$ cat config.mk
export PLATFORM = sky130hd
export DESIGN_NAME = cdb_arbiter_flat
export DESIGN_NICKNAME = d
export VERILOG_FILES = /design/src/rtl/cdb_arbiter_if.sv /design/src/rtl/cdb_arbiter.sv /design/src/flat_wrapper.sv
export SDC_FILE = /design/constraint.sdc
export NUM_CORES = 1
export LEC_CHECK = 0
export ABC_AREA = 1
export CORE_AREA = 2 2 237 239
export CTS_CLUSTER_DIAMETER = 150
export DETAILED_ROUTE_END_ITERATION = 12
export DIE_AREA = 0 0 239 241
export GPL_TIMING_DRIVEN = 0
export REMOVE_ABC_BUFFERS = 1
export SLEW_MARGIN = 20
export SYNTH_ARGS = -nofsm -noshare
export SYNTH_HDL_FRONTEND = slang
export SYNTH_SLANG_ARGS = --single-unit
$ cat constraint.sdc
create_clock -name clock -period 4.7 [get_ports clock]
set_clock_uncertainty 0.1 [all_clocks]
set_input_delay 0.47 -clock clock [delete_from_list [all_inputs] [get_ports clock]]
set_output_delay 0.47 -clock clock [all_outputs]
set_load 0.05 [all_outputs]
$ cat src/rtl/cdb_arbiter_if.sv
// Result-pipe and CDB bundle for cdb_arbiter: three producer pipes, branch
// squash/resolve controls, per-pipe ready, the registered broadcast and the sticky error.
interface cdb_arbiter_if #(
  parameter int unsigned XLEN    = 32,
  parameter int unsigned PRN_W   = 6,
  parameter int unsigned ROB_W   = 5,
  parameter int unsigned BMASK_W = 8
);
  logic               alu_valid, ld_valid, mul_valid;
  logic [XLEN-1:0]    alu_data, ld_data, mul_data;
  logic [PRN_W-1:0]   alu_tag, ld_tag, mul_tag;
  logic [ROB_W-1:0]   alu_rob_idx, ld_rob_idx, mul_rob_idx;
  logic [BMASK_W-1:0] alu_bmask, ld_bmask, mul_bmask;
  logic               squash_valid, resolve_valid;
  logic [BMASK_W-1:0] squash_mask, resolve_mask;
  logic               alu_ready, ld_ready, mul_ready;
  logic               cdb_valid;
  logic [XLEN-1:0]    cdb_data;
  logic [PRN_W-1:0]   cdb_tag;
  logic [ROB_W-1:0]   cdb_rob_idx;
  logic [BMASK_W-1:0] cdb_bmask;
  logic               overflow_err;

  modport master (
    output alu_valid, ld_valid, mul_valid, alu_data, ld_data, mul_data,
           alu_tag, ld_tag, mul_tag, alu_rob_idx, ld_rob_idx, mul_rob_idx,
           alu_bmask, ld_bmask, mul_bmask,
           squash_valid, squash_mask, resolve_valid, resolve_mask,
    input  alu_ready, ld_ready, mul_ready,
           cdb_valid, cdb_data, cdb_tag, cdb_rob_idx, cdb_bmask, overflow_err
  );

  modport slave (
    input  alu_valid, ld_valid, mul_valid, alu_data, ld_data, mul_data,
           alu_tag, ld_tag, mul_tag, alu_rob_idx, ld_rob_idx, mul_rob_idx,
           alu_bmask, ld_bmask, mul_bmask,
           squash_valid, squash_mask, resolve_valid, resolve_mask,
    output alu_ready, ld_ready, mul_ready,
           cdb_valid, cdb_data, cdb_tag, cdb_rob_idx, cdb_bmask, overflow_err
  );
endinterface

$ cat src/rtl/cdb_arbiter.sv
// Common data bus arbiter: per-pipe result FIFOs with bypass, fixed priority
// mul > ld > alu onto a registered CDB, with branch squash/resolve on buffered results.
module cdb_arbiter #(
  parameter int unsigned XLEN      = 32,
  parameter int unsigned PRN_W     = 6,
  parameter int unsigned ROB_W     = 5,
  parameter int unsigned BMASK_W   = 8,
  parameter int unsigned BUF_DEPTH = 2
) (
  input  logic         clock,
  input  logic         reset,
  cdb_arbiter_if.slave bus
);
  localparam int unsigned NSRC  = 3;
  localparam int unsigned CNT_W = $clog2(BUF_DEPTH + 1);
  localparam int unsigned IDX_W = $clog2(BUF_DEPTH);

  typedef struct packed {
    logic [XLEN-1:0]    data;
    logic [PRN_W-1:0]   tag;
    logic [ROB_W-1:0]   rob;
    logic [BMASK_W-1:0] bmask;
  } pkt_t;

  function automatic logic hit(input pkt_t p, input logic [BMASK_W-1:0] m);
    return |(p.bmask & m);
  endfunction

  function automatic pkt_t clr(input pkt_t p, input logic [BMASK_W-1:0] m);
    pkt_t o;
    o       = p;
    o.bmask = p.bmask & ~m;
    return o;
  endfunction

  pkt_t             r_q     [NSRC][BUF_DEPTH];
  logic [CNT_W-1:0] r_cnt   [NSRC];
  logic             r_cdb_valid;
  pkt_t             r_cdb;
  logic             r_ovf;

  pkt_t             w_nxt_q   [NSRC][BUF_DEPTH];
  logic [CNT_W-1:0] w_nxt_cnt [NSRC];
  pkt_t             w_in      [NSRC];
  pkt_t             w_cand    [NSRC];
  logic [NSRC-1:0]  w_in_vld, w_rdy, w_cand_fifo, w_elig, w_grant;
  logic [BMASK_W-1:0] w_kill, w_res;
  pkt_t             w_win;
  logic             w_win_vld;
  logic             w_ovf_set;

  always_comb begin
    w_in_vld = {bus.mul_valid, bus.ld_valid, bus.alu_valid};
    w_in[0]  = {bus.alu_data, bus.alu_tag, bus.alu_rob_idx, bus.alu_bmask};
    w_in[1]  = {bus.ld_data,  bus.ld_tag,  bus.ld_rob_idx,  bus.ld_bmask};
    w_in[2]  = {bus.mul_data, bus.mul_tag, bus.mul_rob_idx, bus.mul_bmask};
    w_kill   = bus.squash_valid  ? bus.squash_mask  : '0;
    w_res    = bus.resolve_valid ? bus.resolve_mask : '0;
  end

  // A non-empty FIFO always offers its head; the live input only bypasses an empty FIFO.
  always_comb begin
    for (int unsigned s = 0; s < NSRC; s++) begin
      w_rdy[s]       = r_cnt[s] < CNT_W'(BUF_DEPTH);
      w_cand_fifo[s] = (r_cnt[s] != '0);
      w_cand[s]      = w_cand_fifo[s] ? r_q[s][0] : w_in[s];
      w_elig[s]      = (w_cand_fifo[s] || w_in_vld[s]) && !hit(w_cand[s], w_kill);
    end
    w_grant = '0;
    if (w_elig[2])      w_grant[2] = 1'b1;
    else if (w_elig[1]) w_grant[1] = 1'b1;
    else if (w_elig[0]) w_grant[0] = 1'b1;
    w_win_vld = |w_elig;
    w_win     = '0;
    for (int unsigned s = 0; s < NSRC; s++)
      if (w_grant[s]) w_win = w_cand[s];
  end

  // Rebuild each FIFO head-aligned: drop the popped head and squashed entries
  // (order kept), clear resolved bits, then append the accepted input.
  always_comb begin
    int unsigned k;
    k         = 0;
    w_ovf_set = 1'b0;
    for (int unsigned s = 0; s < NSRC; s++) begin
      k = 0;
      for (int unsigned i = 0; i < BUF_DEPTH; i++) w_nxt_q[s][i] = '0;
      for (int unsigned i = 0; i < BUF_DEPTH; i++) begin
        if ((CNT_W'(i) < r_cnt[s]) && !(i == 0 && w_grant[s] && w_cand_fifo[s])
            && !hit(r_q[s][i], w_kill)) begin
          w_nxt_q[s][k[IDX_W-1:0]] = clr(r_q[s][i], w_res);
          k++;
        end
      end
      if (w_in_vld[s] && w_rdy[s] && !hit(w_in[s], w_kill)
          && !(w_grant[s] && !w_cand_fifo[s]) && k < BUF_DEPTH) begin
        w_nxt_q[s][k[IDX_W-1:0]] = clr(w_in[s], w_res);
        k++;
      end
      w_nxt_cnt[s] = CNT_W'(k);
      if (w_in_vld[s] && !w_rdy[s]) w_ovf_set = 1'b1;
    end
  end

  always_ff @(posedge clock) begin
    if (reset) begin
      for (int unsigned s = 0; s < NSRC; s++) begin
        r_cnt[s] <= '0;
        for (int unsigned i = 0; i < BUF_DEPTH; i++) r_q[s][i] <= '0;
      end
      r_cdb_valid <= 1'b0;
      r_cdb       <= '0;
      r_ovf       <= 1'b0;
    end else begin
      for (int unsigned s = 0; s < NSRC; s++) begin
        r_cnt[s] <= w_nxt_cnt[s];
        for (int unsigned i = 0; i < BUF_DEPTH; i++) r_q[s][i] <= w_nxt_q[s][i];
      end
      r_cdb_valid <= w_win_vld;
      r_cdb       <= w_win_vld ? clr(w_win, w_res) : '0;
      r_ovf       <= r_ovf | w_ovf_set;
    end
  end

  assign bus.alu_ready    = w_rdy[0];
  assign bus.ld_ready     = w_rdy[1];
  assign bus.mul_ready    = w_rdy[2];
  assign bus.cdb_valid    = r_cdb_valid;
  assign bus.cdb_data     = r_cdb.data;
  assign bus.cdb_tag      = r_cdb.tag;
  assign bus.cdb_rob_idx  = r_cdb.rob;
  assign bus.cdb_bmask    = r_cdb.bmask;
  assign bus.overflow_err = r_ovf;
endmodule

$ cat src/flat_wrapper.sv
// flat-port wrapper written by rule: the top's interface ports become plain ports
module cdb_arbiter_flat 
#(
  parameter int unsigned XLEN      = 32,
  parameter int unsigned PRN_W     = 6,
  parameter int unsigned ROB_W     = 5,
  parameter int unsigned BMASK_W   = 8,
  parameter int unsigned BUF_DEPTH = 2
)
  (clock, reset, bus_alu_valid, bus_ld_valid, bus_mul_valid, bus_alu_data, bus_ld_data, bus_mul_data, bus_alu_tag, bus_ld_tag, bus_mul_tag, bus_alu_rob_idx, bus_ld_rob_idx, bus_mul_rob_idx, bus_alu_bmask, bus_ld_bmask, bus_mul_bmask, bus_squash_valid, bus_squash_mask, bus_resolve_valid, bus_resolve_mask, bus_alu_ready, bus_ld_ready, bus_mul_ready, bus_cdb_valid, bus_cdb_data, bus_cdb_tag, bus_cdb_rob_idx, bus_cdb_bmask, bus_overflow_err);
  cdb_arbiter_if #(.XLEN(XLEN), .PRN_W(PRN_W), .ROB_W(ROB_W), .BMASK_W(BMASK_W)) bus_i ();
  input  logic clock;
  input  logic reset;
  input wire logic [$bits(bus_i.alu_valid)-1:0] bus_alu_valid;
  input wire logic [$bits(bus_i.ld_valid)-1:0] bus_ld_valid;
  input wire logic [$bits(bus_i.mul_valid)-1:0] bus_mul_valid;
  input wire logic [$bits(bus_i.alu_data)-1:0] bus_alu_data;
  input wire logic [$bits(bus_i.ld_data)-1:0] bus_ld_data;
  input wire logic [$bits(bus_i.mul_data)-1:0] bus_mul_data;
  input wire logic [$bits(bus_i.alu_tag)-1:0] bus_alu_tag;
  input wire logic [$bits(bus_i.ld_tag)-1:0] bus_ld_tag;
  input wire logic [$bits(bus_i.mul_tag)-1:0] bus_mul_tag;
  input wire logic [$bits(bus_i.alu_rob_idx)-1:0] bus_alu_rob_idx;
  input wire logic [$bits(bus_i.ld_rob_idx)-1:0] bus_ld_rob_idx;
  input wire logic [$bits(bus_i.mul_rob_idx)-1:0] bus_mul_rob_idx;
  input wire logic [$bits(bus_i.alu_bmask)-1:0] bus_alu_bmask;
  input wire logic [$bits(bus_i.ld_bmask)-1:0] bus_ld_bmask;
  input wire logic [$bits(bus_i.mul_bmask)-1:0] bus_mul_bmask;
  input wire logic [$bits(bus_i.squash_valid)-1:0] bus_squash_valid;
  input wire logic [$bits(bus_i.squash_mask)-1:0] bus_squash_mask;
  input wire logic [$bits(bus_i.resolve_valid)-1:0] bus_resolve_valid;
  input wire logic [$bits(bus_i.resolve_mask)-1:0] bus_resolve_mask;
  output wire logic [$bits(bus_i.alu_ready)-1:0] bus_alu_ready;
  output wire logic [$bits(bus_i.ld_ready)-1:0] bus_ld_ready;
  output wire logic [$bits(bus_i.mul_ready)-1:0] bus_mul_ready;
  output wire logic [$bits(bus_i.cdb_valid)-1:0] bus_cdb_valid;
  output wire logic [$bits(bus_i.cdb_data)-1:0] bus_cdb_data;
  output wire logic [$bits(bus_i.cdb_tag)-1:0] bus_cdb_tag;
  output wire logic [$bits(bus_i.cdb_rob_idx)-1:0] bus_cdb_rob_idx;
  output wire logic [$bits(bus_i.cdb_bmask)-1:0] bus_cdb_bmask;
  output wire logic [$bits(bus_i.overflow_err)-1:0] bus_overflow_err;
  assign bus_i.alu_valid = bus_alu_valid;
  assign bus_i.ld_valid = bus_ld_valid;
  assign bus_i.mul_valid = bus_mul_valid;
  assign bus_i.alu_data = bus_alu_data;
  assign bus_i.ld_data = bus_ld_data;
  assign bus_i.mul_data = bus_mul_data;
  assign bus_i.alu_tag = bus_alu_tag;
  assign bus_i.ld_tag = bus_ld_tag;
  assign bus_i.mul_tag = bus_mul_tag;
  assign bus_i.alu_rob_idx = bus_alu_rob_idx;
  assign bus_i.ld_rob_idx = bus_ld_rob_idx;
  assign bus_i.mul_rob_idx = bus_mul_rob_idx;
  assign bus_i.alu_bmask = bus_alu_bmask;
  assign bus_i.ld_bmask = bus_ld_bmask;
  assign bus_i.mul_bmask = bus_mul_bmask;
  assign bus_i.squash_valid = bus_squash_valid;
  assign bus_i.squash_mask = bus_squash_mask;
  assign bus_i.resolve_valid = bus_resolve_valid;
  assign bus_i.resolve_mask = bus_resolve_mask;
  assign bus_alu_ready = bus_i.alu_ready;
  assign bus_ld_ready = bus_i.ld_ready;
  assign bus_mul_ready = bus_i.mul_ready;
  assign bus_cdb_valid = bus_i.cdb_valid;
  assign bus_cdb_data = bus_i.cdb_data;
  assign bus_cdb_tag = bus_i.cdb_tag;
  assign bus_cdb_rob_idx = bus_i.cdb_rob_idx;
  assign bus_cdb_bmask = bus_i.cdb_bmask;
  assign bus_overflow_err = bus_i.overflow_err;
  cdb_arbiter #(.XLEN(XLEN), .PRN_W(PRN_W), .ROB_W(ROB_W), .BMASK_W(BMASK_W), .BUF_DEPTH(BUF_DEPTH)) u_core (.clock(clock), .reset(reset), .bus(bus_i));
endmodule
==> run_results.csv <==
group,metric,value,unit
outcome,result_of_the_run,"completed",
place,dpl_worst_slack,-2.61,ns
finish,post_layout_nonfiller_instances,3963,
cts,htreeDepth,2,
yosys,synth-main-ff-cell,"dfxtp_1",
die,dieHeight,241,um
critical_path,critical_path_cell_count,17,
global_route,grt_max_degree,101,
global_route,grt_use_total,24.8,%
die,top_level_ports,232,
critical_path,worst-setup-path-type,"reg2reg",
finish,final_net_count,3411,
die,die_area,57600,um2
finish,post_route_cells_drive_above_1_share,5.56,%
critical_path,max_stage_delay,0.61,ns
sta,worst_slew_pin_slew,1.01,ns
drt,routed_wirelength,74000,um
critical_path,timing.critical_path.slowest_stage_cell,"nor4_4",
global_route,first_global_vias,17800,
critical_path,critical_path_arrival,4.84,ns
sta,hold_ws,0.264,ns
sta,finalMaxSlewViolations,0,
critical_path,crit_family,"simple AND/OR/NAND/NOR gates",
sta,fmax,223,MHz
yosys,yosys_register_bits,365,
yosys,post_synth_instance_area,19000,um2
sta,count_of_endpoints_failing_hold_in_the_final_timing_report,0,
power,powerDensity,368,nW/um2
die,floorplan.initialDensity,34.6,%
place,port_buffers,231,
power,leakage,10.1,nW
yosys,netlist_top_cells_area,"dfxtp_1 38%, nand2_1 19%, nor2_1 9.8%",
yosys,yosys.cell_count.top_type,"nand2_1",
die,fp-row-count,86,
drt,number_of_drc_violations_after_detailed_routing,0,
cts,tritoncts,"yes",
global_route,antenna_found_initial,7,
drt,detail_route.iter0.violations,1717,
cts,cts.sink_count,365,
drt,vias,20000,
critical_path,critical_path_buf_inv_count,5,
cts,root_buffer,"clkbuf_16",
sta,period_share,95.4,%
sta,finalSetupViolCount,0,
critical_path,worst_ep_required_time,5.06,ns
yosys,post-synth-top-area-cell,"dfxtp_1",
drt,detail_route.wl_per_cell,18.7,um
die,chipWidth,239,um
sta,max_slew_margin,32.6,%
drt,via_per_inst,5.04,
finish,multi_input_comb_area,9900,um2
worst_hold_path,timing.hold.worst_path_depth,2,
place,detailed_place_hpwl,42300,um
finish,n_fill_cell,5842,
place,place.detailed.instances,3857,
yosys,post_synthesis_sequential_area_ratio,38.5,%
yosys,synthesis.instances,3101,
critical_path,setup.worst_path.end_class,"register",
cts,tritoncts.num_buffers,44,
sta,fin_ws,0.217,ns
critical_path,highest_net_fanout_along_the_worst_path,46,
sta,grt_setup_unrepaired,"no",
cts,clk_pin_slew_worst_paths,0.06,ns
sta,timing.final.crit_period,4.48,ns
finish,synthToLayoutAreaGrowth,24.6,%
global_route,wire_length_of_the_first_global_routing_pass,109000,um
die,core-area,54900,um2
finish,total_area_of_sequential_cells,7310,um2
yosys,yosys.cell_types.count,38,
critical_path,crit_chain,"inv_2, nand2_8, o21ai_1, nor4_4, buf_4, nand2_8, inv_6, ha_1, nor3_1, o21ai_0, nor4_4, buf_4, nand3_4, buf_12, nand3_1, nand2_1, nor2_1",
power,design_power_total,0.00872,W
yosys,yosysTopAreaCellShare,38.5,%
critical_path,timing.critical_path.from_type,"register",
yosys,synth-edff-count,0,
yosys,yosysWarningCount,0,
drt,firstDrtPassIters,5,
worst_hold_path,min_path_type,"in2reg",
yosys,synth-async-reset-ratio,0,%
cts,max-clock-path-buffers,3,
global_route,grt_remaining_overflow,0,
flow_run,max_cap_viol,0,
critical_path,reg2reg_path_depth,17,
yosys,postSynthAreaPerCell,6.13,um2
drt,antenna_left,0,
place,finalWeightedCongestion,0.905,
power,peakVddDrop,0.000288,V
yosys,synth.top_cells.by_count,"941 x nand2_1, 498 x nor2_1, 365 x dfxtp_1",
cts,clkLatencyLatePin,0.58,ns
[registers in the layout (all words and copies together), names as in the netlist]
register	count
u_core.bus.cdb_rob_idx	5
u_core.r_q	306
u_core.bus.cdb_data	32
u_core.bus.overflow_err	1
u_core.bus.cdb_bmask	8
u_core.bus.cdb_valid	1
u_core.r_cnt	6
u_core.bus.cdb_tag	6
[cell type report]
type	count	area share [%]
clock inverter	7	0.285
sequential	365	30.9
antenna	3	0.0317
clock buffer	66	5.34
multi-input combinational	2234	41.8
inverter	306	5.01
timing repair inverter	1	0.0211
timing repair buffer	277	12.9
tap	704	3.72
[power breakdown]
part	switching, W	leakage, nW	internal [W]
clock network	0.00140	0.654	0.00190
logic	0.00149	6.52	0.000629
registers	0.0000601	2.96	0.00325
total	0.00294	10.1	0.00577
[what timing repair did]
| item | 4_1_cts | 5_1_grt |
|---|---|---|
| setup buffers | 10 | 7 |
| cloned | 11 | 2 |
| resized for setup | 13 | 16 |
| setup endpoints to repair | 208 | 196 |
| pin swaps | 9 | 5 |
| hold buffers | 0 | 0 |
[routing by layer]
layer | routed length (um) | share of wire, % | global-route usage, % | vias to the layer above
li1 | - | - | - | 9967
met1 | 31900 | 43 | 32.3 | 9066
met4 | 2280 | 3.1 | 9.07 | 8
met5 | 49 | 0.066 | 0 | -
met3 | 6390 | 8.6 | 4.98 | 140
met2 | 33400 | 45 | 40.8 | 792
[cell families (layout without fill, tap and decap cells)]
family	after synthesis	count (layout)	synth area share [%]
compound gates	419	419	11.4
fa+ha+maj	6	6	0.395
buf+inv	514	657	11.3
flops	365	365	38.5
other cells	2	5	0.0395
simple gates	1795	1807	38.5
[layout by cell type, fill, tap and decap left out, drive strengths merged]
cell and n:
ha 6, inv 304, buf 47, bufinv 1, clkinvlp 2, nor3b 2, dfxtp 365, nand4 4
o21ai 235, o221ai 4, dlymetal6s2s 1, o211ai 4, clkdlybuf4s50 229, nor3 97, a211oi 1, a31oi 3
clkbuf 66, a221oi 3, nor2 506, conb 2, or2 2, nand3 231, clkinv 7, nand2 960
a21oi 156, nor4 5, diode 3, o22ai 10, o21a 3
[metrics by stage]
stage / cell area, um2 / TNS [ns] / utilization, %
4_1_cts: 23500 / 0 / 42.9
3_5_place_dp: 21900 / -496.74 / 39.9
5_1_grt: 23700 / 0 / 43.1
3_3_place_gp: 21200 / -2696.94 / 38.6
2_1_floorplan: 18000 / -394.77 / -
6_report: 23700 / 0 / 43.2
[path summary, 6_finish.rpt]
path / from / to / slack (ns)
hold reg to reg: u_core.r_q[0][147] / u_core.r_q[0][147] / 0.38
setup reg to reg: u_core.r_cnt[0][1] / u_core.r_q[0][99] / 0.22
setup / recovery: u_core.r_cnt[0][1] / u_core.r_q[0][99] / 0.22
hold / removal: reset / u_core.r_q[0][105] / 0.26
Power figures use the tool's default switching activity.
